[src/rtl/uart_rx_param.sv]
// Parametrised UART receiver: 2-flop line synchroniser, 3-sample majority vote
// per bit, false-start and break suppression, parity/framing flags, 1-clk strobe.
module uart_rx_param #(
  parameter int DATA_BITS  = 8,
  parameter int OVERSAMPLE = 16,
  parameter int PARITY_EN  = 0,
  parameter int PARITY_ODD = 0,
  parameter int STOP_BITS  = 1
) (
  input  logic                 clk,
  input  logic                 reset,
  input  logic                 i_clk_rx,
  input  logic                 i_rxd,
  output logic [DATA_BITS-1:0] o_rx_data,
  output logic                 o_rx_valid,
  output logic                 o_parity_err,
  output logic                 o_frame_err,
  output logic                 o_busy
);

  localparam int CW = $clog2(OVERSAMPLE);
  localparam int IW = $clog2(DATA_BITS);

  localparam logic [CW-1:0] C_LAST = CW'(OVERSAMPLE - 1);
  localparam logic [CW-1:0] C_S0   = CW'(OVERSAMPLE / 2 - 1);
  localparam logic [CW-1:0] C_S1   = CW'(OVERSAMPLE / 2);
  localparam logic [CW-1:0] C_DEC  = CW'(OVERSAMPLE / 2 + 1);
  localparam logic [IW-1:0] I_LAST = IW'(DATA_BITS - 1);
  localparam logic          PAR_ODD   = (PARITY_ODD != 0);
  localparam logic          STOP_LAST = (STOP_BITS == 2);

  typedef enum logic [2:0] {IDLE, START, DATA, PARITY, STOP} state_t;

  state_t                 state;
  logic                   rx_meta, rxs;
  logic                   armed;
  logic [CW-1:0]          cnt;
  logic [1:0]             samp;
  logic [IW-1:0]          bit_idx;
  logic                   stop_idx;
  logic [DATA_BITS-1:0]   shreg;
  logic                   perr_r, ferr_r;
  logic                   maj, dec, wrap;

  // The third vote is the live sample taken on the decision tick itself.
  assign maj    = (samp[0] & samp[1]) | (samp[0] & rxs) | (samp[1] & rxs);
  assign dec    = i_clk_rx && (cnt == C_DEC);
  assign wrap   = i_clk_rx && (cnt == C_LAST);
  assign o_busy = (state != IDLE);

  always_ff @(posedge clk or negedge reset) begin
    if (!reset) begin
      rx_meta <= 1'b1;
      rxs     <= 1'b1;
    end else begin
      rx_meta <= i_rxd;
      rxs     <= rx_meta;
    end
  end

  always_ff @(posedge clk or negedge reset) begin
    if (!reset) begin
      state        <= IDLE;
      armed        <= 1'b0;
      cnt          <= '0;
      samp         <= '0;
      bit_idx      <= '0;
      stop_idx     <= 1'b0;
      shreg        <= '0;
      perr_r       <= 1'b0;
      ferr_r       <= 1'b0;
      o_rx_data    <= '0;
      o_rx_valid   <= 1'b0;
      o_parity_err <= 1'b0;
      o_frame_err  <= 1'b0;
    end else begin
      o_rx_valid <= 1'b0;
      if (state == IDLE) begin
        if (i_clk_rx && rxs) armed <= 1'b1;
        if (armed && !rxs) begin
          state    <= START;
          cnt      <= '0;
          bit_idx  <= '0;
          stop_idx <= 1'b0;
          perr_r   <= 1'b0;
          ferr_r   <= 1'b0;
        end
      end else begin
        if (i_clk_rx) begin
          cnt <= (cnt == C_LAST) ? '0 : cnt + 1'b1;
          if (cnt == C_S0) samp[0] <= rxs;
          if (cnt == C_S1) samp[1] <= rxs;
        end
        case (state)
          START: begin
            if (dec && maj)  state <= IDLE;
            else if (wrap)   state <= DATA;
          end
          DATA: begin
            if (dec) shreg[bit_idx] <= maj;
            if (wrap) begin
              if (bit_idx == I_LAST) state <= (PARITY_EN != 0) ? PARITY : STOP;
              else                   bit_idx <= bit_idx + 1'b1;
            end
          end
          PARITY: begin
            if (dec)  perr_r <= maj ^ (^shreg) ^ PAR_ODD;
            if (wrap) state <= STOP;
          end
          STOP: begin
            if (dec) begin
              if (!maj) ferr_r <= 1'b1;
              // Leave mid-bit so a start edge right after the stop bit is caught.
              if (stop_idx == STOP_LAST) begin
                state        <= IDLE;
                o_rx_data    <= shreg;
                o_parity_err <= perr_r;
                o_frame_err  <= ferr_r | ~maj;
                o_rx_valid   <= 1'b1;
                if (ferr_r || !maj) armed <= 1'b0;
              end
            end
            if (wrap) stop_idx <= 1'b1;
          end
          default: state <= IDLE;
        endcase
      end
    end
  end

endmodule
[config.mk]
export PLATFORM = sky130hd
export DESIGN_NAME = uart_rx_param
export DESIGN_NICKNAME = d
export VERILOG_FILES = /design/src/rtl/uart_rx_param.sv
export SDC_FILE = /design/constraint.sdc
export NUM_CORES = 1
export LEC_CHECK = 0
export ABC_AREA = 1
export ABC_CLOCK_PERIOD_IN_PS = 1500
export CAP_MARGIN = 20
export CORE_MARGIN = 1.5
export CORE_UTILIZATION = 52
export DETAILED_ROUTE_END_ITERATION = 10
export GPL_ROUTABILITY_DRIVEN = 0
export HOLD_SLACK_MARGIN = 0.05
export PLACE_DENSITY = 0.81
export REMOVE_ABC_BUFFERS = 1
export SLEW_MARGIN = 40
export SYNTH_ARGS = -nofsm -noshare
export SYNTH_HDL_FRONTEND = slang
export SYNTH_SLANG_ARGS = --single-unit
[constraint.sdc]
create_clock -name clk -period 1.5 [get_ports clk]
set_input_delay 0.225 -clock clk [delete_from_list [all_inputs] [get_ports clk]]
set_output_delay 0.225 -clock clk [all_outputs]
set_load 0.03 [all_outputs]
==> Word-level counts from Yosys, hierarchy flattened <==
Cells that the tools add are included.
{ "word_totals": {"regBits": 37} }
{ "classes": {"muxes": 43, "n_bitwise": 10, "n_lt_le_gt_ge": 2, "n_reduce_logical": 30, "add_sub_neg": 2, "eq_ne": 20} }
{ "op_table": {"columns": ["operator", "n"], "rows": [
  ["$mux W3", 14],
  ["$mux W1", 22],
  ["$mux W4", 4],
  ["$ne A3 B3 Y1 const B", 5],
  ["$reduce_and A3 Y1", 5],
  ["$reduce_bool A2 Y1", 7],
  ["$eq A4 B4 Y1 const B", 3],
  ["$pmux W3 S4", 1],
  ["$reduce_and A4 Y1", 3],
  ["$bwmux W8", 1],
  ["$ne A2 B1 Y1 const B", 4],
  ["$reduce_xor A8 Y1", 1],
  ["$reduce_and A7 Y1", 1],
  ["$eq A3 B2 Y1 const B", 2],
  ["$eq A3 B3 Y1 const B", 2],
  ["$logic_and A1 B1 Y1", 6],
  ["$reduce_and A5 Y1", 1],
  ["$add A4 B1 Y4 const B", 1],
  ["$eq A4 B3 Y1 const B", 1],
  ["$lt A3 B4 Y1 const B", 1],
  ["$ne A4 B4 Y1 const B", 1],
  ["$add A3 B1 Y3 const B", 1],
  ["$and A1 B1 Y1", 3],
  ["$demux W1 S3", 1],
  ["other kinds (11)", 16]
]} }

==> Logic depth before layout (Yosys ltp) <==
{ "depth": {"ltp_word": 10, "mapped_depth": 11, "depth_no_buf": 11} }

==> Worst setup path before layout <==
No wires, ideal clock.
{ "synth_timing": {"path_type": "reg2reg", "startpoint": "register bit_idx[1]", "endpoint": "register state[1]", "n_path_buf": 0, "required_ns": 1.383, "slack_ns": 0.024, "path_stages_with_launch": 9, "arrival_time_ns": 1.359, "path_cell_list": "dfrtp_1 ha_1 ha_1 nor3_1 nand2_1 nand3_2 nor2_2 nand3b_1 nand2_1"} }
{ "synth_between": {"elab_chain_len": 3} }
{ "synth_rtl": {"columns": ["element", "line_no", "rtl"], "rows": [
  ["start, declared", "39", "logic [IW-1:0] bit_idx;"],
  ["start signal, assigned", "103", "else bit_idx <= bit_idx + 1'b1;"],
  ["$eq A3 B3 Y1", "102", "if (bit_idx == I_LAST) state <= (PARITY_EN != 0) ? PARITY : STOP;"],
  ["$ne A3 B3 Y1 (no source line)", null, null],
  ["$reduce_and A7 Y1 (no source line)", null, null],
  ["end signal, assigned", "102", null],
  ["end, declared", "34", "state_t state;"]
]} }
Every way passes these cells.
A chain may end at the register's enable or synchronous reset.

==> Worst setup path in the final report <==
{ "layout_timing": {"startpoint": "register cnt[0]", "endpoint": "register state[1]"} }
{ "layout_between": {"elab_chain_len": 6} }
{ "layout_rtl": {"columns": ["element", "line_no", "rtl"], "rows": [
  ["start, declared", "37", "logic [CW-1:0] cnt;"],
  ["start signal, assigned", "90", "cnt <= (cnt == C_LAST) ? '0 : cnt + 1'b1;"],
  ["$eq A4 B4 Y1", "47", "assign dec = i_clk_rx && (cnt == C_DEC);"],
  ["$logic_and A1 B1 Y1", "47", null],
  ["$logic_and A1 B1 Y1", "96", "if (dec && maj) state <= IDLE;"],
  ["$mux W3", "96", null],
  ["$pmux W3 S4", "94", "case (state)"],
  ["$mux W3", "78", "if (state == IDLE) begin"]
]} }
Several ways; a longest one is shown, not always the timed one.

==> results by group <==
Pwr
  • Total power: approximately 3.5 mW
  • Pwr/cell area: approximately 1400 mW/mm^2
  • Leakage: roughly 1.3 nW
  • Peak VDD IR: ~1100 uV

Floorplan
  • IO Count: 16
  • Die width: roughly 64 um
  • Core Area: approximately 0.0036 mm^2
  • Die height: ~64 um
  • Initial Util: between 50 and 60%
  • Die area: ~0.0042 mm^2
  • Cell Rows: 22

Worst setup path
  • CP cell instances: buf_6, ha_4, nand3_4, nor2_2, nor2_1, nor2_4, nand3b_1, nand2_1
  • R2R cell count: 8
  • Critical Setup Path Class: flop to flop
  • CP startpoint kind: flop
  • Buf+Inv Stages, Crit Path: 1
  • Worst Path Required: 1.68 ns
  • R2r setup slk: 0.04 ns
  • Crit. End Element: flop
  • Setup crit end: state[1]
  • CP Data Arrival Time: approximately 1.6 ns
  • Max stage delay cell, worst path: dfrtp_1
  • RR Startpoint: cnt[0]
  • Critical Path Stages: 8
  • RR Endpoint: state[1]
  • Crit path largest cell delay: between 0.4 and 0.5 ns
  • CP Launch Point: cnt[0]
  • Crit Path Max Fanout: 5
  • Crit path max-delay family: simple AND/OR/NAND/NOR gates

Global routing
  • Initial antenna violation count: 0
  • Tot GR Track Use: 21.98%
  • Global-route wire length before repair: just over 7 mm
  • Global route total overflow: 0
  • Vias in the first global route: 1,625
  • Largest net degree at the start of global routing: 19

Layout
  • Post-route cell area: ~0.0025 mm^2
  • Util after Layout: slightly below 70%
  • Antenna diodes: 0
  • Sequential cell area: just over 900 um^2
  • Synthesis-to-layout area growth: 26.85%
  • Multi-input logic area: roughly 960 um^2
  • Final #Nets: roughly 300
  • Layout cells sized above 1: between 20% and 30%
  • Filler Cell Count: 316

Synthesis
  • Post-synthesis instance total: roughly 250
  • Flop and latch count out of synthesis: 37
  • Yosys cell types: 29
  • Synthesized area per cell: 7.785 um^2
  • YS warnings: 0
  • Cell Area, Synth: between 0.0015 and 0.002 mm^2
  • Sequential share of the synthesized area: between 40% and 50%

Route
  • WL met3: ~170 um
  • Initial DRT Pass Iterations: 5
  • M1 WL: approximately 1.7 mm
  • DR top layer: met4
  • Residual DRC count: 0
  • Detailed Route Iter0 Violations: around 140
  • Vias: roughly 1,700
  • WL met2: roughly 2.1 mm
  • Final WL: ~4 mm
  • Routed vias/inst: about 5.0
  • Antenna Violating Nets Remaining: 0
  • Drt wl/cell: 11.79 um

Run status
  • Run status: finished, final reports clean

Clock tree
  • Clock root buffer: clkbuf_8
  • Worst-path clk slew: about 0.07 ns
  • Max clock buf depth: 2
  • CTS Buf Count: 5
  • Clk Latency, worst-skew pair: between 0.2 and 0.3 ns
  • TritonCTS clock tree: built
  • Max H-tree Level: 2
  • Clock sink count: 37

STA
  • Count of final max-slew check failures: 0
  • Final hold violations: 0
  • Hold_ws: ~0.33 ns
  • F_max: 0.6861 GHz
  • RSZ-0062 raised after global routing: true
  • Post-Route Setup TNS: 0 ns
  • Min Tclk post-route: 1.457 ns
  • Relative slew margins: roughly three quarters
  • Worst-Margin Slew: around 0.39 ns
  • Skew final: 0.004750 ns
  • Final Cycle Share: 97.16%
  • Final setup fails: 0

Job
  • MaxCap Viol Count: 0

Placement
  • # port buffers: 15
  • Area after DPL: about 0.0023 mm^2
  • HPWL after detailed placement: about 2.9 mm

Min path
  • Worst Hold Path Cells: 1
  • Hold Path Class: input port to flop
## final cells by class
type | count | area share (%)
clock buffers | 7 | 3.469
inverters | 31 | 4.676
clock inverters | 1 | 1.207
well taps | 48 | 2.413
multi-input cells | 182 | 38.46
repair buffers | 37 | 12.47
flip-flops and latches | 37 | 37.31
## metal layers
metal / GRT usage [%] / vias to the layer above
met5: 0 / -
met4: 7.713 / 0
met3: 5.382 / 7
met2: 37.76 / 40
met1: 26.96 / 774
li1: - / 881
## power breakdown
group / total (mW) / switching, mW / internal, mW
Clock: 0.897 / 0.355 / 0.542
Sequential: 1.23 / 0.0971 / 1.13
Combinational: 1.41 / 0.856 / 0.554
## repair_timing
action / CTS / global route
setup buffers: 2 / 2
hold buffers: 1 / 0
hold endpoints to repair: 15 / 0
endpoints found under the setup margin: 17 / 24
pin swaps: 0 / 9
resized for setup: 15 / 16
## cells in the final DEF, fill, tap and decap left out, types with 2 or more instances in the layout
master           instances
a21oi_1                  6
buf_4                   19
clkbuf_8                 6
clkdlybuf4s50_1          2
dfrtp_1                 35
dfstp_2                  2
dlygate4sd2_1           11
ha_2                     3
inv_1                   26
inv_2                    5
nand2_1                 90
nand2_2                  8
nand2_4                  2
nand3_1                 10
nand3_2                  3
nor2_1                  15
nor2_2                   5
nor2_4                   3
o21ai_0                 10
o21ai_1                 13
## registers in the layout, summed over array words and instances (netlist names)
signal / flops
o_frame_err: 1
perr_r: 1
rx_meta: 1
samp: 2
shreg: 8
ferr_r: 1
state: 3
rxs: 1
bit_idx: 3
o_rx_data: 8
armed: 1
o_rx_valid: 1
o_parity_err: 1
stop_idx: 1
cnt: 4
## kinds of logic after synthesis
logic type | Yosys count | share of synthesized area [%]
simple gates | 141 | 32.21
compound gates | 35 | 10.08
fa+ha+maj | 5 | 3.189
xor+xnor | 1 | 0.4465
buf+inv | 33 | 6.760
flops | 37 | 47.32
## per-stage QoR
| stage | setup WS (ns) | std cells |
|---|---|---|
| floorplan | -0.06322 | 250 |
| global placement | -0.07507 | 330 |
| detailed placement | -0.09490 | 330 |
| CTS | 0.01079 | 341 |
| global route | -0.04645 | 343 |
| finish | 0.04254 | 343 |
## synthesized netlist by cell type
cell       number  share of area (%)
a21oi_2         1               0.45
o2bb2ai_1       1               0.45
nand2_4         2                1.1
nand3_2         2                1.0
nor2_2          6                1.9
nand2_2         5                1.6
xor2_1          1               0.45
o31ai_1         1               0.38
dfstp_2         2                2.7
nand3_4         1               0.89
a21oi_1         6                1.5
inv_1          27                5.2
dfrtp_1        35                 45
nand2_1        93                 18
o21ai_1        12                3.1
nor3_1          2               0.51
buf_6           1               0.57
o21ai_0        11                2.8
ha_1            5                3.2
buf_2           1               0.25
nand3b_1        1               0.38
o21ai_2         1               0.45
nor2_4          1               0.57
nand3_1        11                2.8
a31oi_1         1               0.32
nor3_2          1               0.51
nor2_1         16                3.1
inv_2           4               0.77
o211ai_2        1               0.64
## worst register-to-register path, stage by stage, from the launching register on
cell and delay (ns):
dfrtp_1 0.42, buf_6 0.13, ha_4 0.16, nand3_4 0.11, nor2_2 0.05, nor2_1 0.26
nor2_4 0.08, nand3b_1 0.09, nand2_1 0.05
## worst min-delay path by stage
stage | startpoint | to | slack [ns]
2_1_floorplan | reset | armed | -0.07
3_3_place_gp | reset | o_rx_data[3] | 0.16
3_5_place_dp | reset | o_rx_data[3] | 0.17
4_1_cts | i_rxd | rx_meta | 0.33
5_1_grt | i_rxd | rx_meta | 0.35
6_report | i_rxd | rx_meta | 0.33
Note: power is estimated with default switching activity, not from simulation.
